$ cat src/rtl/mux_scan_serializer.sv
// mux_scan_serializer: drives a 16:1 mux tree's data/select and samples its output LSB-first into a serial stream and a 16-bit capture
// Ports: clk, rst (synchronous, active-high); start/din begin a scan of din (accepted only when idle);
//   A/S drive the mux tree data/select, w is the tree output; busy is high while scanning;
//   sout/sout_valid carry each sampled bit; dout is the captured word; done pulses after bit 15;
//   mismatch flags capture != A, built only when MUX_SCAN_CHECK_EN is defined (tied 0 otherwise).
// HOLD: cycles each select value is held before sampling (1..15).
module mux_scan_serializer #(
  parameter int HOLD = 1
) (
  input  logic        clk,
  input  logic        rst,
  input  logic        start,
  input  logic [15:0] din,
  output logic [15:0] A,
  output logic [3:0]  S,
  input  logic        w,
  output logic        busy,
  output logic        sout,
  output logic        sout_valid,
  output logic [15:0] dout,
  output logic        done,
  output logic        mismatch
);
  typedef enum logic [1:0] {IDLE, SCAN, DONE} state_t;
  localparam logic [3:0] LAST = 4'(HOLD - 1);
  state_t      r_state;
  logic [3:0]  r_cnt;
  logic [3:0]  r_s;
  logic [15:0] r_a;
  logic [15:0] r_dout;
  logic        r_busy;
  logic        r_sout;
  logic        r_sv;
  logic        r_done;
`ifdef MUX_SCAN_CHECK_EN
  logic        r_mis;
  assign mismatch = r_mis;
`else
  assign mismatch = 1'b0;
`endif
  assign A          = r_a;
  assign S          = r_s;
  assign busy       = r_busy;
  assign sout       = r_sout;
  assign sout_valid = r_sv;
  assign dout       = r_dout;
  assign done       = r_done;
  always_ff @(posedge clk) begin
    if (rst) begin
      r_state <= IDLE;
      r_cnt   <= '0;
      r_s     <= '0;
      r_a     <= '0;
      r_dout  <= '0;
      r_busy  <= 1'b0;
      r_sout  <= 1'b0;
      r_sv    <= 1'b0;
      r_done  <= 1'b0;
`ifdef MUX_SCAN_CHECK_EN
      r_mis   <= 1'b0;
`endif
    end else begin
      case (r_state)
        IDLE: if (start) begin
          r_state <= SCAN;
          r_a     <= din;
          r_s     <= '0;
          r_cnt   <= '0;
          r_dout  <= '0;
          r_busy  <= 1'b1;
`ifdef MUX_SCAN_CHECK_EN
          r_mis   <= 1'b0;
`endif
        end
        SCAN: if (r_cnt == LAST) begin
          r_dout[r_s] <= w;
          r_sout      <= w;
          r_sv        <= 1'b1;
          r_cnt       <= '0;
          if (r_s == 4'd15) begin
            // select stays at 15; the scan never wraps
            r_state <= DONE;
            r_done  <= 1'b1;
            r_busy  <= 1'b0;
`ifdef MUX_SCAN_CHECK_EN
            // bit 15 is still in flight, so splice the live sample into the compare
            r_mis   <= {w, r_dout[14:0]} != r_a;
`endif
          end else begin
            r_s <= r_s + 4'd1;
          end
        end else begin
          r_cnt <= r_cnt + 4'd1;
          r_sv  <= 1'b0;
        end
        default: begin
          r_state <= IDLE;
          r_done  <= 1'b0;
          r_sv    <= 1'b0;
        end
      endcase
    end
  end
endmodule
$ cat config.mk
export PLATFORM = sky130hd
export DESIGN_NAME = mux_scan_serializer
export DESIGN_NICKNAME = d
export VERILOG_FILES = /design/src/rtl/mux_scan_serializer.sv
export SDC_FILE = /design/constraint.sdc
export NUM_CORES = 1
export LEC_CHECK = 0
export BUFFER_PORTS_ARGS = -buffer_cell sky130_fd_sc_hd__buf_2
export CORE_MARGIN = 5
export CORE_UTILIZATION = 46
export CTS_CLUSTER_SIZE = 14
export DETAILED_ROUTE_END_ITERATION = 8
export GPL_TIMING_DRIVEN = 0
export MAX_ROUTING_LAYER = met4
export PLACE_DENSITY_LB_ADDON = 0.3
export RECOVER_POWER = 50
export REMOVE_ABC_BUFFERS = 1
export SLEW_MARGIN = 20
export SYNTH_ARGS = -nofsm -noshare
export SYNTH_HDL_FRONTEND = slang
export SYNTH_SLANG_ARGS = --single-unit
$ cat constraint.sdc
create_clock -name clk -period 1.87 [get_ports clk]
set_input_delay 0.374 -clock clk [delete_from_list [all_inputs] [get_ports clk]]
set_output_delay 0.374 -clock clk [all_outputs]
set_load 0.02 [all_outputs]
==> flow_summary_export.csv, run 1 <==
group,metric,value,unit
die,core_area,4750,um2
sta,grt_setup_unrepaired,"no",
die,rows,25,
sta,slew_headroom,50.6,%
finish,fin_cells,377,
clock_tree,holdBufCountCts,0,
grt,grt_max_degree,33,
clock_tree,path_clk_slew,0.09,ns
synth,yosysSeqAreaShare,40.7,%
detailed_routing,ant_nets,0,
finish,layout_commonest_cell,"dfxtp_1",
detailed_routing,via_count,2014,
place,hpwl,3.79,mm
pwr,p_sw_share,30.8,%
place,place_congestion,0.808,
pwr,power_frac_seq,52.6,%
die,dieArea,6420,um2
place,placed_cells,364,
finish,area_delta_synth_final,15.0,%
pwr,vdd_drop_max,0.299,mV
pwr,p_int,0.00140,W
pwr,leakage,0.908,nW
finish,diodes,0,
synth,netlist_area,2260,um2
sta,timing.fmax,583,MHz
synth,avgSynthCellArea,8.77,um2
sta,skew,0.00839,ns
grt,use_met1,23.7,%
finish,drive_above_1_share,15.5,%
sta,slew_violations,0,
clock_tree,cts_buffer_depth,2,
clock_tree,cts_root_buffer,"clkbuf_8",
critical_path,critPathKind,"reg -> reg",
place,numPortBuffers,59,
critical_path,path_max_fanout,20,
synth,yosys_warnings,0,
critical_path,path_delay_family,"flip-flops",
critical_path,crit_buf_inv,0,
grt,grt_pass1_vias,1864,
clock_tree,cts_buffers,5,
grt,grt_pass1_wl,9.00,mm
sta,hold_viol,0,
critical_path,critPathMaxStageDelay,0.73,ns
grt,grt_use_met2,27.6,%
grt,grt_use_total,18.2,%
synth,async_flop_share,0,%
sta,fin_setup_tns,0,ns
synth,synthDistinctLibCells,47,
sta,fin_crit_sh,91.7,%
pwr,p_total,0.00202,W
sta,setup_viol,0,
die,ios,61,
sta,worst_slew_pin_slew,0.740,ns
detailed_routing,drc_errors,0,
detailed_routing,initialDrtViolationCount,180,
grt,grtUsageMet3,4.60,%
critical_path,required,2.04,ns
critical_path,cp_cell_sequence,"nand3_1 > a221oi_1 > o32ai_1",
detailed_routing,vias_per_cell,5.34,
grt,grt_overflow,0,
synth,ys.flop_type,"dfxtp_1",
grt,antenna_found_initial,0,
clock_tree,clkLatencyLatePin,0.30,ns
min_path,hp-class,"in -> reg",
die,start_util,47.6,%
synth,syn_inst,258,
clock_tree,cts_tree,"done",
detailed_routing,routed_wl,5.47,mm
critical_path,cp_data_arrival_time,1.89,ns
finish,nNetsFinal,335,
pwr,power_density,778,nW/um2
sta,finalCriticalPeriod,1.71,ns
detailed_routing,first_pass_iters,4,
critical_path,crit_path_end_kind,"register",
pwr,combPwrFrac,17.3,%
synth,synth_seq_cells,46,
pwr,p_sw,0.000622,W
run_status,status,"finished clean",
clock_tree,h-tree-depth,2,
critical_path,reg2reg_setup_slack,0.16,ns
die,die_h,80.1,um
grt,top_usage_layer,"met2",
detailed_routing,routedWlPerCell,14.5,um
die,die_x,80.1,um
critical_path,start_kind,"register",
finish,final_cell_mix,"dfxtp_1, clkbuf_1, nand2_1, inv_1, a21oi_1",
finish,n_fill_cell,474,
job,drv_cap,0,
pwr,pwr-share-clk,30.1,%
synth,synth-edff-count,0,
critical_path,critical-path-slowest-cell,"dfxtp_1",
sta,whs,0.296,ns
clock_tree,cts.sinks,46,
timing repair:
item | 4_1_cts | 5_1_grt
hold endpoints to repair | 0 | 0
endpoints found under the setup margin | 20 | 28
setup buffers | 0 | 5
pin swaps | 0 | 1
resized for setup | 4 | 1
cloned | 0 | 0
kinds of logic after synthesis:
kind of cell / share of synthesized area, %
AO/OA/AOI/OAI: 23.0
adder cells (fa/ha/maj): 3.32
buffers and inverters: 10.7
flip-flops: 40.7
multiplexers: 0.442
other: 0.166
AND/OR/NAND/NOR: 21.7
cell usage after synthesis, types with 2 or more instances:
library cell | instances | area share, %
buf_6 | 7 | 3.5
dfxtp_1 | 46 | 41
o32ai_1 | 4 | 1.5
or3b_1 | 2 | 0.77
a221oi_1 | 4 | 1.5
and3_1 | 2 | 0.55
nand3_1 | 11 | 2.4
nor2_1 | 5 | 0.83
and4bb_2 | 2 | 1.1
a21oi_1 | 24 | 5.3
a31oi_1 | 2 | 0.55
nand2_1 | 37 | 6.1
nand4_1 | 9 | 2.5
o21ai_0 | 4 | 0.88
buf_2 | 7 | 1.5
nand3b_1 | 2 | 0.66
nor3b_2 | 2 | 1.1
buf_4 | 3 | 0.99
nand2b_1 | 4 | 1.1
o311ai_0 | 3 | 1.2
inv_1 | 25 | 4.1
ha_1 | 6 | 3.3
o211ai_1 | 15 | 5.0
nor2b_1 | 5 | 1.4
o221ai_1 | 3 | 1.2
clkbuf_1 | 2 | 0.33
o221ai_2 | 2 | 1.3
layer usage:
| layer | share of wire, % | up-vias |
|---|---|---|
| li1 | - | 1020 |
| met1 | 45 | 931 |
| met5 | 0 | - |
| met4 | 1.6 | 0 |
| met3 | 5.2 | 8 |
| met2 | 48 | 55 |
power by group through the flow:
stage          registers [W]  clock network (W)  logic (W)
2_1_floorplan        0.00113                  0   0.000175
3_3_place_gp         0.00108                  0   0.000343
3_5_place_dp         0.00108                  0   0.000353
4_1_cts              0.00106           0.000629   0.000356
5_1_grt              0.00107           0.000664   0.000395
6_report             0.00106           0.000610   0.000350
layout make-up:
cell class	instances	area (um2)	share of cell area [%]
inverter	25	93.8	3.61
clock buffer	6	72.6	2.79
timing repair buffer	64	298	11.4
sequential	46	922	35.4
tap	67	83.8	3.22
multi-input combinational	167	1120	43.0
clock inverter	2	13.8	0.529
metrics by stage:
step | utilization (%) | worst slack [ns] | area [um2]
finish | 54.7 | 0.156 | 2600
global placement | 52.5 | -0.208 | 2490
detailed placement | 52.5 | -0.206 | 2490
global route | 54.7 | 0.00744 | 2600
CTS | 54.7 | 0.0640 | 2600
floorplan | - | 0.237 | 2120
worst paths after layout:
path                from       end  cells after the start
hold reg to reg     A[6]      A[6]                      2
setup / recovery    S[3]  dout[15]                      3
hold / removal    din[5]      A[5]                      3
setup reg to reg    S[3]  dout[15]                      3
flip-flops by register name (all words and copies together) (netlist names):
register and count:
A 16, S 4, busy 1, done 1, dout 16, r_cnt 4
r_state 2, sout 1, sout_valid 1
worst register-to-register path, delay by kind of cell (launching register included):
kind,cells,cell delay (ns)
AO/OA/AOI/OAI,2,0.45
AND/OR/NAND/NOR,1,0.40
flip-flops,1,0.73
(Power assumes the default switching activity.)
==> run 2, diff against run 1 <==
Settings changed: BUFFER_PORTS_ARGS -buffer_cell sky130_fd_sc_hd__buf_2 to not set, DONT_BUFFER_PORTS set to 1, GPL_TIMING_DRIVEN 0 to not set.
==> flow_summary_export.csv, run 2 (synthesis gave the netlist of run 1 again) <==
group,metric,value,unit
clock_tree,cts_tree,"done",
critical_path,start_kind,"register",
grt,grt_use_total,17.1,%
detailed_routing,routed-wl-met3,385,um
clock_tree,holdBufCountCts,0,
grt,grt_pass1_wl,8.57,mm
detailed_routing,wl_met1,2.26,mm
finish,final_cell_mix,"dfxtp_1, nand2_1, inv_1, a21oi_1, o211ai_1",
place,hpwl,3.67,mm
detailed_routing,vias_per_cell,5.51,
sta,worst_slew_pin_slew,0.619,ns
clock_tree,path_clk_slew,0.08,ns
clock_tree,ctsResizeCount,0,
detailed_routing,drc_errors,0,
finish,nNetsFinal,282,
detailed_routing,wl_met2,2.38,mm
die,start_util,47.6,%
sta,finalCriticalPeriod,1.68,ns
place,placed_area,2280,um2
pwr,vdd_drop_max,0.343,mV
job,drv_cap,0,
sta,slew_violations,0,
critical_path,crit_start,"S[0]",
critical_path,crit_buf_inv,2,
critical_path,required,2.04,ns
clock_tree,cts.sinks,46,
grt,grt_overflow,0,
sta,grt_setup_unrepaired,"no",
clock_tree,h-tree-depth,2,
sta,skew,0.00295,ns
finish,fin_area,2360,um2
min_path,min_from,"rst",
detailed_routing,top_layer,"met4",
detailed_routing,ant_nets,0,
die,die_x,80.1,um
detailed_routing,initialDrtViolationCount,118,
critical_path,critical-path-slowest-cell,"clkbuf_1",
finish,layout_commonest_cell,"dfxtp_1",
sta,slew_headroom,58.7,%
detailed_routing,routed_wl,5.08,mm
finish,diodes,0,
clock_tree,clkLatencyLatePin,0.29,ns
critical_path,path_max_fanout,5,
pwr,leakage,0.790,nW
die,rows,25,
sta,fin_crit_sh,90.1,%
min_path,hp-class,"in -> reg",
critical_path,path_delay_family,"buffers and inverters",
grt,grt_max_degree,33,
clock_tree,cts_root_buffer,"clkbuf_8",
finish,drive_above_1_share,10.5,%
sta,timing.fmax,594,MHz
clock_tree,postCtsSetupBuffers,0,
critical_path,reg2reg_setup_slack,0.19,ns
run_status,status,"finished clean",
critical_path,cp_cell_sequence,"clkbuf_1 > ha_1 > inv_1 > o311ai_0 > o211ai_1",
sta,hold_viol,0,
finish,area_delta_synth_final,4.42,%
detailed_routing,via_count,1785,
sta,fin_setup_tns,0,ns
grt,antenna_found_initial,0,
grt,grt_pass1_vias,1700,
place,place_congestion,0.826,
detailed_routing,first_pass_iters,4,
die,dieArea,6420,um2
pwr,power_density,830,nW/um2
sta,setup_viol,0,
place,numPortBuffers,0,
critical_path,cp_data_arrival_time,1.85,ns
die,ios,61,
die,core_area,4750,um2
critical_path,critPathKind,"reg -> reg",
clock_tree,cts_buffers,5,
finish,n_fill_cell,474,
critical_path,critPathMaxStageDelay,0.36,ns
critical_path,r2r-start,"S[0]",
detailed_routing,routedWlPerCell,15.7,um
critical_path,crit_path_end_kind,"register",
clock_tree,cts_buffer_depth,2,
die,die_h,80.1,um
[run 2: cell count changes in the layout (fill, tap and decap cells not counted)]
cell,before,now
dfxtp_2,1,0
or3b_2,2,1
buf_2,21,0
or3b_1,1,2
dfxtp_1,45,46
clkbuf_1,39,4
buf_12,1,0
nor3b_2,0,1
nand4bb_2,1,0
nor3b_4,3,2
buf_4,4,8
nand4bb_1,0,1
[run 2: area by class of cell]
type / instances / area (um2) / share of cell area (%)
Timing Repair Buffer: 11 / 71.3 / 3.02
Tap cell: 67 / 83.8 / 3.55
Sequential cell: 46 / 921 / 39.0
Clock inverter: 2 / 13.8 / 0.582
Clock buffer: 6 / 72.6 / 3.07
Inverter: 25 / 93.8 / 3.97
Multi-Input combinational cell: 167 / 1110 / 46.9
[run 2: worst paths after layout]
| kind | end | depth (start not counted) |
|---|---|---|
| max reg2reg | dout[1] | 5 |
| min | r_cnt[0] | 1 |
| min reg2reg | r_cnt[0] | 2 |
| max | dout[1] | 5 |
[run 2: through the flow]
step	power, W	utilization (%)	hold slack [ns]	worst slack (ns)	cells
final	0.00196	49.7	0.136	0.185	324
after global routing	0.00207	49.7	0.117	0.0511	324
after CTS	0.00200	49.8	0.124	0.130	324
after detailed placement	0.00140	48.0	0.451	0.157	316
after global placement	0.00139	48.0	0.448	0.164	316
after floorplan	0.00130	-	0.443	0.237	238
[run 2: report_power, final]
part	internal [W]	switching (W)	leakage, nW
Clock	0.000264	0.000336	0.0452
Combinational	0.0000908	0.000185	0.370
Sequential	0.00102	0.0000643	0.374
Total	0.00138	0.000586	0.790
[run 2: per-layer routing]
metal | GRT usage (%) | vias to the layer above
li1 | - | 915
met1 | 21.7 | 817
met2 | 26.1 | 48
met3 | 5.49 | 5
met4 | 5.07 | 0
met5 | - | -
